**src/rtl/or1k_tile_reset_seq_pkg.sv**
```systemverilog
// Shared definitions for the OR1K tile reset sequencer: FSM state encoding
// and the width helpers used to size its counters.
package or1k_tile_reset_seq_pkg;

    typedef enum logic [1:0] {
        ST_HOLD    = 2'd0,
        ST_STAGGER = 2'd1,
        ST_RUN     = 2'd2
    } rst_state_e;

    // Bits needed to hold values 0..max_val.
    function automatic int cnt_width(input int max_val);
        return (max_val < 1) ? 1 : $clog2(max_val + 1);
    endfunction

    function automatic int idx_width(input int n);
        return (n <= 2) ? 1 : $clog2(n);
    endfunction

    function automatic int max_int(input int a, input int b);
        return (a > b) ? a : b;
    endfunction

endpackage

```
**src/rtl/or1k_tile_reset_seq_stretch.sv**
```systemverilog
// One core's reset bit: boot hold, release, enable-edge reload and soft-reset
// pulse stretching. rst_d_o exposes the next value so the top can register busy.
module or1k_tile_reset_seq_stretch
    import or1k_tile_reset_seq_pkg::*;
#(
    parameter int HOLD_CYCLES = 10
) (
    input  logic clk_i,
    input  logic rst_i,
    input  logic en_i,
    input  logic req_i,
    input  logic hold_i,
    input  logic release_i,
    input  logic run_i,
    output logic rst_d_o,
    output logic rst_o
);

    localparam int SW = cnt_width(HOLD_CYCLES);
    localparam logic [SW-1:0] LOAD = SW'(HOLD_CYCLES);
    localparam logic [SW-1:0] ONE  = SW'(1);

    logic [SW-1:0] cnt_q, cnt_d;
    logic          rst_q, rst_d;
    logic          en_prev_q;

    always_comb begin
        cnt_d = cnt_q;
        rst_d = rst_q;
        if (rst_i || hold_i) begin
            cnt_d = '0;
            rst_d = 1'b1;
        end else if (release_i) begin
            cnt_d = '0;
            rst_d = ~en_i;
        end else if (!en_i) begin
            cnt_d = '0;
            rst_d = 1'b1;
        end else if (!en_prev_q) begin
            cnt_d = LOAD;
            rst_d = 1'b1;
        end else if (req_i && run_i) begin
            // A new request restarts the stretch instead of extending it.
            cnt_d = LOAD;
            rst_d = 1'b1;
        end else if (cnt_q != '0) begin
            cnt_d = cnt_q - ONE;
            if (cnt_q == ONE) begin
                rst_d = 1'b0;
            end
        end
    end

    always_ff @(posedge clk_i) begin
        if (rst_i) begin
            cnt_q     <= '0;
            rst_q     <= 1'b1;
            en_prev_q <= 1'b0;
        end else begin
            cnt_q     <= cnt_d;
            rst_q     <= rst_d;
            en_prev_q <= en_i;
        end
    end

    assign rst_d_o = rst_d;
    assign rst_o   = rst_q;

endmodule

```
**src/rtl/or1k_tile_reset_seq.sv**
```systemverilog
// Tile reset sequencer: holds the bus in reset, then releases enabled cores one
// by one at a fixed stagger, then services per-core soft resets.
module or1k_tile_reset_seq
    import or1k_tile_reset_seq_pkg::*;
#(
    parameter int CORES          = 8,
    parameter int HOLD_CYCLES    = 10,
    parameter int STAGGER_CYCLES = 4
) (
    input  logic             wb_clk_i,
    input  logic             wb_rst_i,
    input  logic [CORES-1:0] core_en_i,
    input  logic [CORES-1:0] core_rst_req_i,
    output logic             bus_rst_o,
    output logic [CORES-1:0] core_rst_o,
    output logic             init_done_o,
    output logic             busy_o
);

    localparam int CW = cnt_width(max_int(HOLD_CYCLES, STAGGER_CYCLES));
    localparam int IW = idx_width(CORES);
    localparam logic [CW-1:0] HOLD_LAST = CW'(HOLD_CYCLES);
    localparam logic [CW-1:0] STAG_LAST = CW'(STAGGER_CYCLES);
    localparam logic [IW-1:0] IDX_LAST  = IW'(CORES - 1);

    rst_state_e       state_q;
    logic [CW-1:0]    cnt_q;
    logic [CW-1:0]    cnt_inc;
    logic [IW-1:0]    idx_q;
    logic             bus_rst_q;
    logic             init_done_q;
    logic             busy_q;
    logic             stag_hit;
    logic             run;
    logic [CORES-1:0] core_rst_d;

    assign cnt_inc  = cnt_q + CW'(1);
    assign stag_hit = (state_q == ST_STAGGER) && (cnt_inc == STAG_LAST);
    assign run      = (state_q == ST_RUN);

    for (genvar g = 0; g < CORES; g++) begin : g_core
        logic rel;
        logic hold;

        // Cores at or beyond idx have not been reached by the stagger yet.
        assign rel  = stag_hit && (idx_q == IW'(g));
        assign hold = !run && (IW'(g) >= idx_q) && !rel;

        or1k_tile_reset_seq_stretch #(
            .HOLD_CYCLES(HOLD_CYCLES)
        ) u_stretch (
            .clk_i    (wb_clk_i),
            .rst_i    (wb_rst_i),
            .en_i     (core_en_i[g]),
            .req_i    (core_rst_req_i[g]),
            .hold_i   (hold),
            .release_i(rel),
            .run_i    (run),
            .rst_d_o  (core_rst_d[g]),
            .rst_o    (core_rst_o[g])
        );
    end

    always_ff @(posedge wb_clk_i) begin
        if (wb_rst_i) begin
            state_q     <= ST_HOLD;
            cnt_q       <= '0;
            idx_q       <= '0;
            bus_rst_q   <= 1'b1;
            init_done_q <= 1'b0;
            busy_q      <= 1'b1;
        end else begin
            case (state_q)
                ST_HOLD: begin
                    if (cnt_inc == HOLD_LAST) begin
                        bus_rst_q <= 1'b0;
                        cnt_q     <= '0;
                        state_q   <= ST_STAGGER;
                    end else begin
                        cnt_q <= cnt_inc;
                    end
                end
                ST_STAGGER: begin
                    if (stag_hit) begin
                        cnt_q <= '0;
                        if (idx_q == IDX_LAST) begin
                            state_q     <= ST_RUN;
                            init_done_q <= 1'b1;
                            busy_q      <= |(core_rst_d & core_en_i);
                        end else begin
                            idx_q <= idx_q + IW'(1);
                        end
                    end else begin
                        cnt_q <= cnt_inc;
                    end
                end
                ST_RUN: begin
                    busy_q <= |(core_rst_d & core_en_i);
                end
                default: begin
                    state_q <= ST_HOLD;
                end
            endcase
        end
    end

    assign bus_rst_o   = bus_rst_q;
    assign init_done_o = init_done_q;
    assign busy_o      = busy_q;

endmodule

```
**config.mk**
```make
export PLATFORM = sky130hd
export DESIGN_NAME = or1k_tile_reset_seq
export DESIGN_NICKNAME = d
export VERILOG_FILES = /design/src/rtl/or1k_tile_reset_seq_pkg.sv /design/src/rtl/or1k_tile_reset_seq_stretch.sv /design/src/rtl/or1k_tile_reset_seq.sv
export SDC_FILE = /design/constraint.sdc
export NUM_CORES = 1
export LEC_CHECK = 0
export CORE_AREA = 2 2 78 80
export CTS_CLUSTER_DIAMETER = 40
export DETAILED_ROUTE_END_ITERATION = 7
export DIE_AREA = 0 0 80 82
export GPL_TIMING_DRIVEN = 1
export PLACE_DENSITY = 0.71
export SYNTH_ARGS = -nofsm -noshare
export SYNTH_HDL_FRONTEND = slang
export SYNTH_SLANG_ARGS = --single-unit
```
**constraint.sdc**
```tcl
create_clock -name wb_clk_i -period 1.73 [get_ports wb_clk_i]
set_input_delay 0.346 -clock wb_clk_i [delete_from_list [all_inputs] [get_ports wb_clk_i]]
set_output_delay 0.346 -clock wb_clk_i [all_outputs]
set_load 0.05 [all_outputs]
```
==> results.cfg, run 1 <==
[global_route]
grt_max_degree = 20
busiest_layer = met2
met1_usage_pct = 24.2
grt_pass1_wl_mm = 10.1
grt_overflow = 0
use_met3_pct = 5.82
antenna_found_initial = 0
grt_pass1_vias = 2303
grt_util_met2_pct = 32.7
grt_usage_pct = 20.0

[detailed_routing]
num_vias = 2440
viasPerCell = 5.34
drtAntennaViolNets = 0
routed_wl_mm = 6.15
drc_errors = 0
firstDrtPassIters = 4
drtIter0Drc = 110
wl_per_cell_um = 13.4

[synth]
synth_nets = 333
async_flop_share_pct = 0
synth_edf_count = 0
synth_cell_types = 56
ys.flop_type = dfxtp_1
syn-instance-count = 309
synth_seq_area_share_pct = 43.6
ys.warnings.count = 0
syn_area_um2 = 2760
ys_seq_elements = 60
avgSynthCellArea_um2 = 8.92

[placement]
io_buffers = 28
dpl_worst_slack_ps = -180
gp_congestion = 0.801
dp_hpwl_mm = 4.41

[timing]
final.setup_skew_ps = 7.67
clock.fmax_mhz = 588
setup_ws_ps = 28.7
min_period_ps = 1700
slew_headroom_pct = 68.9
hold_violations = 0
hold_ws_ps = 457
final-setup-viol-count = 0
tightest_slew_ps = 462
slew_violations = 0
post-route-period-util_pct = 98.3
grt_setup_unrepaired = true

[setup_path]
criticalPathCategory = flop to flop
rr_worst_depth = 6
path_common_cell = a31oi_1
required_ps = 2000
crit_chain = nand2b_1 > o21ai_0 > o32ai_4 > o32ai_2 > a31oi_1 > a31oi_1
r2r_start = state_q[0]
crit_path_start_kind = flop
worstPathArrival_ps = 1970
cp_slowest_stage_delay_ps = 420
worst-path-max-fanout = 5
cp_slowest_cell = o21ai_0
worst_setup_path_end_kind = flop
startpoint = state_q[0]

[floorplanning]
core_area_um2 = 5750
dieArea_um2 = 6560
rows = 28
die_y_um = 82
ios = 29
initial_utilization_pct = 48.0
die_width_um = 80

[min_path]
min_from = bus_rst_o
min_path_type = flop to flop
hold_depth = 1

[clock_tree]
clock_sinks = 60
h-tree-depth = 3
cts-root-buf = clkbuf_8
hold_buffers = 0
clk_latency_ps = 340
path_clk_slew_ps = 60
cts_buffer_depth = 2
cts_buffers = 9
cts_tree = built

[finish]
final_cell_mix = 55 x dfxtp_1, 53 x buf_4, 28 x nand2_1, 24 x o21ai_0, 19 x nor2_1
fill_cells = 489
n_antenna_cell = 0
fin_nets = 401
final_core_util_pct = 64.5
syn_to_final_growth_pct = 34.4
drive_above_1_share_pct = 27.7
final_common_cell = dfxtp_1

[flow_run]
maxCapViolCount = 0

[power]
power.total_w = 0.00295
vdd_drop_max_mv = 0.640
pwr_density_cell_nw_per_um2 = 795
power_leakage_nw = 1.37

[run_status]
outcome = completed
==> kinds of logic (layout without fill, tap and decap cells) <==
family	Yosys count	in the layout	synth area share, %
AND/OR/NAND/NOR	113	113	21.9
AO/OA/AOI/OAI	96	96	24.2
buffers and inverters	27	100	5.35
XOR/XNOR	5	5	1.59
adder cells (fa/ha/maj)	6	6	2.72
flip-flops	60	60	43.6
multiplexers	2	2	0.726
==> timing repair <==
| action | in CTS | in global routing |
|---|---|---|
| resized for setup | 12 | 20 |
| setup endpoints to repair | 1 | 2 |
| pin swaps | 5 | 8 |
| hold endpoints to repair | 0 | 0 |
| buffers inserted | 3 | 2 |
==> layout make-up <==
class	count	area, um^2	share of cell area, %
clock buffer	12	145	3.92
tap	75	93.8	2.53
timing repair buffer	72	599	16.2
multi-input combinational	222	1540	41.5
inverter	12	45.0	1.22
sequential	60	1210	32.7
clock inverter	4	72.6	1.96
==> per-layer routing <==
| layer | vias to the layer above | share of wire, % | wire length, um |
|---|---|---|---|
| met2 | 51 | 48 | 2940 |
| met5 | - | 0 | 0 |
| li1 | 1255 | - | - |
| met1 | 1120 | 45 | 2790 |
| met3 | 14 | 4.0 | 243 |
| met4 | 0 | 2.7 | 165 |
==> registers in the layout, indices dropped and copies added, names as in the netlist <==
register and count:
init_done_o 1, bus_rst_o 1, g_core.u_stretch.cnt_q 32, cnt_q 4, busy_o 1, g_core.u_stretch.en_prev_q 8, idx_q 3, g_core.u_stretch.rst_o 8
state_q 2
==> power breakdown <==
| part | switching, W | internal, W |
|---|---|---|
| Clock | 0.000540 | 0.000849 |
| Combinational | 0.0000625 | 0.0000880 |
| Sequential | 0.0000129 | 0.00140 |
| Total | 0.000615 | 0.00233 |
==> critical path, delay by kind of cell, from the launching register on <==
kind             cells  cell delay (ps)
AO/OA/AOI/OAI        5             1040
flip-flops           1              350
AND/OR/NAND/NOR      1              240
==> Yosys cell counts (all sizes together), types with 7 or more instances <==
library cell	instances	area (um^2)
a21boi	10	78.8
a21oi	16	80.1
a31oi	12	75.1
buf	14	98.8
dfxtp	60	1200
inv	12	45.0
nand2	29	111
nand2b	8	50.1
nand3b	10	75.1
nor2	21	81.3
nor2b	7	46.3
nor3	16	80.1
o21ai	26	130
o31ai	10	80.1
==> metrics by stage <==
| stage | TNS, ps | cells | area, um^2 |
|---|---|---|---|
| 4_1_cts | 0 | 455 | 3610 |
| 3_5_place_dp | -320 | 436 | 3310 |
| 2_1_floorplan | 0 | 309 | 2770 |
| 6_report | 0 | 457 | 3710 |
| 5_1_grt | -38.7 | 457 | 3710 |
| 3_3_place_gp | -201 | 436 | 3310 |
==> final timing paths <==
| kind | endpoint | slack, ps |
|---|---|---|
| hold reg to reg | bus_rst_o | 460 |
| setup reg to reg | busy_o | 30 |
| hold / removal | bus_rst_o | 460 |
| setup / recovery | busy_o | 30 |
No activity file was read; power rests on OpenSTA's default activity.
==> run 2, diff against run 1 <==
Settings changed: CTS_CLUSTER_DIAMETER 40 to default, GPL_TIMING_DRIVEN 1 to default.
==> results of run 2 <==
Same layout as run 1: the final DEF is identical, and so are final timing and power.
==> run 3, diff against run 2 <==
Settings changed: SLEW_MARGIN from default to 20.
==> results of run 3 <==
Same layout as run 1: the final DEF is identical, and so are final timing and power.
